File: src/rtl/transmitter_unit.sv
// transmitter_unit: UART transmit stage with a one-entry holding register.
// Frames start/data/parity/stop bits on the shared 16x oversample tick.
module transmitter_unit #(
  parameter int OVERSAMPLE = 16,
  parameter int DATA_W     = 8
) (
  input  logic              clk,
  input  logic              reset,
  input  logic              tick,
  input  logic [4:0]        config_reg,
  input  logic [DATA_W-1:0] data_in,
  input  logic              data_valid,
  output logic              data_ready,
  output logic              tx,
  output logic              busy,
  output logic              tx_done
);

  localparam int TW = (OVERSAMPLE > 1) ? $clog2(OVERSAMPLE) : 1;
  localparam int BW = (DATA_W > 1) ? $clog2(DATA_W) : 1;
  localparam logic [TW-1:0] TICK_LAST = TW'(OVERSAMPLE - 1);
  localparam logic [BW-1:0] BIT_LAST  = BW'(DATA_W - 1);

  typedef enum logic [2:0] {
    IDLE, START, DATA, PARITY, STOP1, STOP2
  } state_t;

  state_t            state;
  state_t            state_d;
  logic [TW-1:0]     tick_cnt;
  logic [BW-1:0]     bit_cnt;
  logic [DATA_W-1:0] shift_q;
  logic [DATA_W-1:0] shift_d;
  logic [DATA_W-1:0] hold_q;
  logic              hold_full;
  logic              par_en;
  logic              par_bit;
  logic              stop2;
  logic              bit_end;
  logic              last_data;
  logic              frame_end;
  logic              load;
  logic              accept;
  logic              tx_d;
  logic              tx_done_d;
  logic              unused_baud;

  assign unused_baud = ^config_reg[1:0];

  assign bit_end   = tick && (tick_cnt == TICK_LAST)
                     && (state != IDLE);
  assign last_data = (bit_cnt == BIT_LAST);
  assign frame_end = bit_end && ((state == STOP2)
                     || (state == STOP1 && !stop2));
  assign load      = hold_full
                     && ((state == IDLE) || frame_end);
  assign accept    = data_valid && !hold_full;

  assign data_ready = !hold_full;
  assign busy       = (state != IDLE);

  // state plus the registered line outputs
  always_ff @(posedge clk or negedge reset) begin
    if (!reset) begin
      state   <= IDLE;
      tx      <= 1'b1;
      tx_done <= 1'b0;
    end else begin
      state   <= state_d;
      tx      <= tx_d;
      tx_done <= tx_done_d;
    end
  end

  // frame sequencing, advancing on bit boundaries
  always_comb begin
    state_d = state;
    unique case (state)
      IDLE: begin
        if (hold_full) state_d = START;
      end
      START: begin
        if (bit_end) state_d = DATA;
      end
      DATA: begin
        if (bit_end && last_data)
          state_d = par_en ? PARITY : STOP1;
      end
      PARITY: begin
        if (bit_end) state_d = STOP1;
      end
      STOP1: begin
        if (bit_end) begin
          if (stop2)          state_d = STOP2;
          else if (hold_full) state_d = START;
          else                state_d = IDLE;
        end
      end
      STOP2: begin
        if (bit_end)
          state_d = hold_full ? START : IDLE;
      end
      default: state_d = IDLE;
    endcase
  end

  // line level for the state being entered
  always_comb begin
    tx_d      = 1'b1;
    tx_done_d = frame_end;
    unique case (state_d)
      START:   tx_d = 1'b0;
      DATA:    tx_d = shift_d[0];
      PARITY:  tx_d = par_bit;
      default: tx_d = 1'b1;
    endcase
  end

  // next shift contents: load a new byte or shift a data bit out
  always_comb begin
    shift_d = shift_q;
    if (load)
      shift_d = hold_q;
    else if (state == DATA && bit_end)
      shift_d = shift_q >> 1;
  end

  // bit timing counters and per-frame config snapshot
  always_ff @(posedge clk or negedge reset) begin
    if (!reset) begin
      tick_cnt <= '0;
      bit_cnt  <= '0;
      shift_q  <= '0;
      par_en   <= 1'b0;
      par_bit  <= 1'b0;
      stop2    <= 1'b0;
    end else begin
      shift_q <= shift_d;
      if (load) begin
        tick_cnt <= '0;
        bit_cnt  <= '0;
        par_en   <= ^config_reg[3:2];
        par_bit  <= (^hold_q) ^ config_reg[3];
        stop2    <= config_reg[4];
      end else if (busy && tick) begin
        tick_cnt <= bit_end ? '0 : tick_cnt + TW'(1);
        if (state == DATA && bit_end)
          bit_cnt <= last_data ? '0 : bit_cnt + BW'(1);
      end
    end
  end

  // holding register: host fills it, frame start drains it
  always_ff @(posedge clk or negedge reset) begin
    if (!reset) begin
      hold_full <= 1'b0;
      hold_q    <= '0;
    end else if (accept) begin
      hold_full <= 1'b1;
      hold_q    <= data_in;
    end else if (load) begin
      hold_full <= 1'b0;
    end
  end

endmodule
File: config.mk
export PLATFORM = sky130hd
export DESIGN_NAME = transmitter_unit
export DESIGN_NICKNAME = d
export VERILOG_FILES = /design/src/rtl/transmitter_unit.sv
export SDC_FILE = /design/constraint.sdc
export NUM_CORES = 1
export LEC_CHECK = 0
export CORE_AREA = 3 3 63 65
export DETAILED_ROUTE_END_ITERATION = 10
export DIE_AREA = 0 0 66 68
export MAX_ROUTING_LAYER = met4
export PLACE_DENSITY = 0.7
export SYNTH_ARGS = -nofsm -noshare
export SYNTH_HDL_FRONTEND = slang
export SYNTH_SLANG_ARGS = --single-unit
File: constraint.sdc
create_clock -name clk -period 2.3 [get_ports clk]
set_input_delay 0.69 -clock clk [delete_from_list [all_inputs] [get_ports clk]]
set_output_delay 0.69 -clock clk [all_outputs]
set_load 0.005 [all_outputs]
# Word-level counts from Yosys, hierarchy flattened
# Cells that the tools add are included.
# op_classes
add_sub_neg	2
mux	22
eq_ne	10
bitwise_logic	1
reduce_logical	21
# ops
cell	count
$mux W3	12
$pmux W3 S6	1
$mux W8	2
$eq A3 B2 Y1 const B	4
$mux W4	3
$eq A3 B3 Y1 const B	3
$logic_and A1 B1 Y1	9
$reduce_xor A8 Y1	1
$eq A3 B1 Y1 const B	2
$reduce_bool A2 Y1	3
$add A4 B1 Y4 const B	1
$eq A4 B4 Y1 const B	1
$add A3 B1 Y3 const B	1
$logic_not A3 Y1	1
$mux W1	3
$pmux W1 S3	1
$reduce_bool A3 Y1	1
$logic_not A1 Y1	2
$logic_or A1 B1 Y1	2
$reduce_and A2 Y1	1
$reduce_xor A2 Y1	1
$xor A1 B1 Y1	1
# totals
regBits	32

# Longest topological paths before layout
# Gate-level depths: netlist (run 1).
# depth
depth_word	8
mapped_depth	9
depth_no_buf	7

# Worst setup path after synthesis (run 1)
# No wires, ideal clock.
# synth_path
kind	input-to-reg
from	input port tick
to	register stop2
t_required_ps	2175
path_stages	6
path_slack_ps	493
arrival_ps	1683
setup_ps	125
cell_sequence	and4_4 buf_6 a31oi_4 nor2_4 buf_6 mux2_2
# synth_between
elab_chain_cells	5
# synth_lines
element	line_no	rtl
from (decl)	9	input logic tick,
$logic_and A1 B1 Y1	50	assign bit_end = tick && (tick_cnt == TICK_LAST)
$logic_and A1 B1 Y1	51	&& (state != IDLE);
$logic_and A1 B1 Y1	53	assign frame_end = bit_end && ((state == STOP2)
$logic_or A1 B1 Y1	56	&& ((state == IDLE) || frame_end);
$logic_and A1 B1 Y1	56	
to (signal assigned)	144	stop2 <= config_reg[4];
to (decl)	38	logic stop2;
# Every way passes these cells.
# A chain may end at the register's enable or synchronous reset.

# Worst setup path in the final report (run 1)
# layout_path
from	register hold_full
to	output port data_ready
# layout_between
elab_chain_cells	1
# layout_lines
element	line_no	rtl
from (decl)	35	logic hold_full;
from (signal assigned)	156	hold_full <= 1'b0;
from (signal assigned)	159	hold_full <= 1'b1;
from (signal assigned)	162	hold_full <= 1'b0;
$logic_not A1 Y1	59	assign data_ready = !hold_full;
to (decl)	13	output logic data_ready,
# Every way passes these cells.

==> results of run 1 <==
==> critical path, cell delays in order, from the launching register on <==
cell,delay (ns)
dfrtp_1,0.43
inv_1,0.09
clkdlybuf4s50_1,0.49
==> routing by layer <==
| layer | vias to the layer above | global-route usage, % | routed length [um] |
|---|---|---|---|
| met5 | - | - | 0 |
| met4 | 0 | 5.33 | 51 |
| met3 | 7 | 5.42 | 124 |
| met2 | 23 | 26.8 | 1520 |
| met1 | 587 | 20.0 | 1450 |
| li1 | 580 | - | - |
==> power by group through the flow <==
stage / Clock [mW] / Sequential [mW] / Combinational (mW)
final: 0.291 / 0.979 / 0.919
after detailed placement: 0 / 0.996 / 0.913
after CTS: 0.305 / 0.979 / 0.935
after floorplan: 0 / 0.953 / 0.708
after global placement: 0 / 0.982 / 0.876
after global routing: 0.327 / 1.01 / 1.02
==> synthesized netlist by cell type, drive strengths merged <==
library cell / count / area, um^2
dfrtp: 31 / 776
nand2: 18 / 67.6
nor2: 11 / 51.3
a21oi: 10 / 50.1
mux2: 10 / 113
xnor2: 8 / 70.1
a21o: 6 / 45.0
a22o: 6 / 52.6
buf: 6 / 57.6
inv: 5 / 18.8
nand2b: 4 / 25.0
ha: 3 / 37.5
o21ai: 3 / 15.0
or3: 3 / 23.8
a31oi: 2 / 27.5
and3: 2 / 12.5
nand4: 2 / 12.5
nor2b: 2 / 20.0
nor3: 2 / 10.0
xor2: 2 / 17.5
a211oi: 1 / 7.51
a21bo: 1 / 10.0
a311oi: 1 / 8.76
a32oi: 1 / 8.76
and2: 1 / 8.76
and4: 1 / 11.3
clkbuf: 1 / 3.75
dfstp: 1 / 26.3
mux2i: 1 / 10.0
nand3: 1 / 10.0
o21a: 1 / 7.51
o32ai: 1 / 8.76
or2b: 1 / 11.3
==> cell families after synthesis <==
logic type	synth area share, %
buffers and inverters	4.90
DFF	49.0
AOI/OAI and AO/OA	14.8
and+or+nand+nor	16.1
muxes	7.50
adders and majority gates	2.30
xor gates and xnor gates	5.36
==> cell type report <==
| class | instances | area (um^2) | share of cell area (%) |
|---|---|---|---|
| sequential | 32 | 803 | 40.8 |
| multi-input combinational | 105 | 753 | 38.3 |
| tap | 46 | 57.6 | 2.93 |
| clock buffer | 6 | 41.3 | 2.10 |
| clock inverter | 1 | 5.00 | 0.254 |
| inverter | 5 | 18.8 | 0.954 |
| timing repair buffer | 32 | 288 | 14.6 |
==> state kept, by name, indices dropped and copies added (netlist names) <==
| signal | flops |
|---|---|
| state | 3 |
| par_bit | 1 |
| bit_cnt | 3 |
| tx | 1 |
| tx_done | 1 |
| tick_cnt | 4 |
| stop2 | 1 |
| par_en | 1 |
| hold_full | 1 |
| shift_q | 8 |
| hold_q | 8 |
==> final timing paths <==
path / start / to / slack, ns / depth (start not counted)
setup / recovery: hold_full / data_ready / 0.27 / 2
hold / removal: shift_q[5] / shift_q[5] / 0.49 / 1
setup reg to reg: tick_cnt[0] / shift_q[5] / 0.49 / 7
hold reg to reg: shift_q[5] / shift_q[5] / 0.49 / 1
max in group asynchronous: reset / tx / 1.22 / 2
min in group asynchronous: reset / stop2 / 0.76 / 2
==> repair_timing <==
| action | CTS | global route |
|---|---|---|
| gates cloned | 0 | 0 |
| gates resized for setup | 1 | 1 |
| setup endpoints to repair | 1 | 1 |
| hold endpoints to repair | 0 | 0 |
| setup buffers | 1 | 0 |
==> metrics by stage <==
step	setup WS, ns	instance area (um^2)
after global routing	0.166	1970
after CTS	0.0111	1960
after floorplan	0.493	1640
final	0.273	1970
after detailed placement	-0.00523	1910
after global placement	0.0150	1910
==> flow_summary_export.csv, run 1 <==
group,metric,value,unit
power,p_sw_share,34.8,%
min_path,hp-class,"reg2reg",
routing,ant_nets,0,
final_layout,layout.nets,201,
timing,worst_pin_slew,0.412,ns
clock_network,ctsHoldBuffers,0,
timing,grt_setup_unrepaired,"no",
routing,wl_per_cell,13.8,um
timing,slew_headroom,72.5,%
routing,vias,1197,
power,power.share.clock,13.3,%
timing,fin_skew,0.00721,ns
worst_setup_path,endpoint_kind,"output pin",
routing,drt-initial-drc-count,41,
final_layout,antenna_cells,0,
die,start_util,48.2,%
clock_network,cts_buffer_depth,2,
worst_setup_path,critical_path_arrival,1.34,ns
clock_network,clkTransAtPathRegs,0.09,ns
clock_network,ctsHtreeMaxLevel,2,
synthesis,ys_seq_elements,32,
flow_run,maxCapViolations,0,
power,p_seq_share,44.7,%
grt,antenna_found_initial,0,
timing,max_freq,493,MHz
power,intPower,1.43,mW
grt,grt_usage,16.7,%
worst_setup_path,startpoint_type,"flop",
clock_network,root_buffer,"clkbuf_4",
final_layout,layout_common_cells,"30 x dfrtp_1, 18 x nand2_1, 17 x clkdlybuf4s50_1",
synthesis,ys_warn_count,0,
grt,grt_pass1_wl,5380,um
placement,hpwl,2370,um
worst_setup_path,crit_fanout,4,
placement,port_buffers,18,
final_layout,fillers,300,
routing,first_pass_iters,4,
timing,setup_tns,0,ns
power,irDropWorstVdd,0.000487,V
timing,period_minus_slack,2.03,ns
routing,drt-total-wl,3140,um
placement,gp_congestion,0.800,
grt,gr-total-overflow,0,
power,power,2.19,mW
die,core_area,3390,um^2
routing,drc,0,
final_layout,layout-drive-gt1-share,22.1,%
die,die_x,66,um
timing,fin_crit_sh,88.2,%
power,power_frac_comb,42.0,%
die,die_y,68,um
worst_setup_path,path_class,"reg2out",
grt,grt_pass1_vias,1156,
clock_network,clkLatencyLatePin,0.33,ns
synthesis,ys_seq_area_share,49.0,%
synthesis,syn_area,1640,um^2
worst_setup_path,cp_data_required_time,1.61,ns
die,die_area,4490,um^2
timing,finalMaxSlewViolations,0,
power,p_per_area,1110,nW/um^2
routing,vias_per_cell,5.27,
die,rows,21,
placement,placedCellCount,219,
power,power_switching,0.762,mW
timing,finalHoldViolCount,0,
clock_network,cts_buffers,5,
timing,hold_ws,0.487,ns
final_layout,synthToLayoutAreaGrowth,20.3,%
final_layout,postLayoutCoreUtil,58.0,%
synthesis,syn_avg_cell_area,11.0,um^2
clock_network,clock_sinks,32,
outcome,outcome,"completed",
final_layout,layout_commonest_cell,"dfrtp_1",
power,leakage,0.908,nW
die,io_pins,21,
synthesis,syn_nets,169,
final_layout,finalNonFillerCells,227,
grt,grt_max_degree,33,
synthesis,ys_types,41,
timing,finalSetupViolations,0,
clock_network,cts_tree,"built",
synthesis,syn_inst,149,
(Power assumes the default switching activity.)
==> run 2, diff against run 1 <==
--- a/config.mk
+++ b/config.mk
@@ -5,9 +5,9 @@
 export SDC_FILE = /design/constraint.sdc
 export NUM_CORES = 1
 export LEC_CHECK = 0
-export CORE_AREA = 3 3 63 65
+export CORE_AREA = 2 2 62 64
 export DETAILED_ROUTE_END_ITERATION = 10
-export DIE_AREA = 0 0 66 68
+export DIE_AREA = 0 0 64 66
 export MAX_ROUTING_LAYER = met4
 export PLACE_DENSITY = 0.7
 export SYNTH_ARGS = -nofsm -noshare
==> run 2 against run 1 <==
  * Total power grew 5.0%
  * Non-clock buffer count shrank 2
  * Register-to-register slack lost 0.02 ns
  * Clock skew grew 0.0010 ns
  * Global-route usage shrank 0.070 points
  * Sequential share of layout area shrank 0.40 points
  * Via count shrank 3.1%
  * Clock-buffer cell count is the same
  * Clock power grew 42%
  * Critical path depth is the same
  * First-iteration DRC count grew 41%
  * Die area shrank 5.9%
==> flow_summary_export.csv, run 2 (same netlist as run 1, synthesis figures left out) <==
group,metric,value,unit
die,die_area,4220,um^2
timing,finalMaxSlewViolations,0,
timing,finalHoldViolCount,0,
timing,period_minus_slack,2.05,ns
worst_setup_path,crit_path_cell_trace,"inv_1 -> clkdlybuf4s50_1",
clock_network,clock_sinks,32,
routing,routed-wl-met2,1460,um
routing,first_pass_iters,4,
routing,ant_nets,0,
clock_network,ctsHtreeMaxLevel,2,
flow_run,maxCapViolations,0,
timing,fin_skew,0.00824,ns
worst_setup_path,cp_data_required_time,1.61,ns
worst_setup_path,endpoint_kind,"output pin",
final_layout,layout-drive-gt1-share,21.1,%
worst_setup_path,slowest_delay,0.50,ns
routing,vias_per_cell,5.09,
timing,fin_crit_sh,89.1,%
worst_setup_path,path_class,"reg2out",
min_path,hp-class,"reg2reg",
timing,slew_headroom,74.3,%
worst_setup_path,critical_path_arrival,1.36,ns
power,leakage,0.913,nW
clock_network,root_buffer,"clkbuf_4",
worst_setup_path,cp_top_family,"buffers and inverters",
timing,max_freq,488,MHz
clock_network,cts_buffers,5,
placement,hpwl,2200,um
routing,drt-initial-drc-count,58,
grt,gr-total-overflow,0,
timing,hold_ws,0.485,ns
worst_setup_path,crit_buf_inv,2,
die,rows,22,
outcome,outcome,"completed",
worst_setup_path,crit_fanout,4,
clock_network,cts_buffer_depth,2,
final_layout,layout_common_cells,"31 x dfrtp_1, 18 x nand2_1, 17 x clkdlybuf4s50_1",
worst_setup_path,startpoint_type,"flop",
grt,grt_pass1_vias,1224,
placement,port_buffers,18,
grt,grt_max_degree,33,
grt,grt_pass1_wl,5130,um
placement,gp_congestion,0.904,
die,die_x,64,um
timing,worst_pin_slew,0.384,ns
die,core_area,3550,um^2
clock_network,clkTransAtPathRegs,0.10,ns
die,io_pins,21,
routing,vias,1160,
grt,antenna_found_initial,0,
final_layout,layout_commonest_cell,"dfrtp_1",
timing,finalSetupViolations,0,
power,irDropWorstVdd,0.000649,V
routing,wl_per_cell,12.5,um
power,p_per_area,1160,nW/um^2
final_layout,top_regs,"hold_q: 8 flops, shift_q: 8 flops, tick_cnt: 4 flops",
final_layout,synthToLayoutAreaGrowth,21.3,%
die,start_util,46.1,%
routing,wirelength_met1,1210,um
placement,placedCellCount,219,
clock_network,clkLatencyLatePin,0.33,ns
clock_network,ctsHoldBuffers,0,
die,die_y,66,um
routing,wl_met3,131,um
routing,highest_layer,"met4",
worst_setup_path,rrSetupSlack,0.47,ns
final_layout,antenna_cells,0,
routing,drc,0,
worst_setup_path,cp_slowest_cell,"clkdlybuf4s50_1",
final_layout,finalNonFillerCells,228,
grt,grt_usage,16.6,%
clock_network,cts_tree,"built",
timing,grt_setup_unrepaired,"no",
final_layout,layout.nets,199,
routing,drt-total-wl,2860,um
[run 2: metal layers]
layer | vias to the layer above | GRT usage, %
met4 | 0 | 6.52
met5 | - | -
met1 | 557 | 17.0
met2 | 18 | 29.2
li1 | 577 | -
met3 | 8 | 5.79
[run 2: timing repair]
item                                    CTS  global route
endpoints found under the setup margin    1             1
resized for setup                         0             1
buffers inserted                          1             0
[run 2: through the flow]
stage               setup TNS [ns]  setup slack, ns  instance area, um^2  util, %  power [mW]
floorplan                        0            0.493                 1640        -        1.66
global placement           -0.0173          -0.0173                 1900     53.4        1.86
detailed placement         -0.0782          -0.0404                 1900     53.4        1.91
CTS                              0           0.0248                 1980     55.8        2.34
global route                     0            0.161                 1980     55.8        2.48
finish                           0            0.250                 1980     55.8        2.30
[run 2: power by group]
part,switching (mW),internal (mW)
combinational,0.408,0.503
clock,0.185,0.228
sequential,0.171,0.804
[run 2: path summary, 6_finish.rpt]
check,startpoint,endpoint,depth (start not counted)
max,hold_full,data_ready,2
min,shift_q[1],shift_q[1],1
max reg2reg,tick_cnt[0],shift_q[3],7
min reg2reg,shift_q[1],shift_q[1],1
max in group asynchronous,reset,tx,2
min in group asynchronous,reset,hold_q[7],2
[run 2: cell type report]
type / count / area (um^2)
Sequential cell: 32 / 802
Multi-Input combinational cell: 105 / 753
Timing Repair Buffer: 30 / 273
Inverter: 5 / 18.8
Fill cell: 311 / 1570
Clock inverter: 2 / 35.0
Clock buffer: 6 / 41.3
Tap cell: 48 / 60.1
[run 2: worst reg2reg max path: cells and delay by family, from the launching register on]
family | cells | cell delay, ns
AOI/OAI and AO/OA | 3 | 0.57
adders and majority gates | 1 | 0.28
buffers and inverters | 1 | 0.17
DFF | 1 | 0.43
and+or+nand+nor | 2 | 0.29
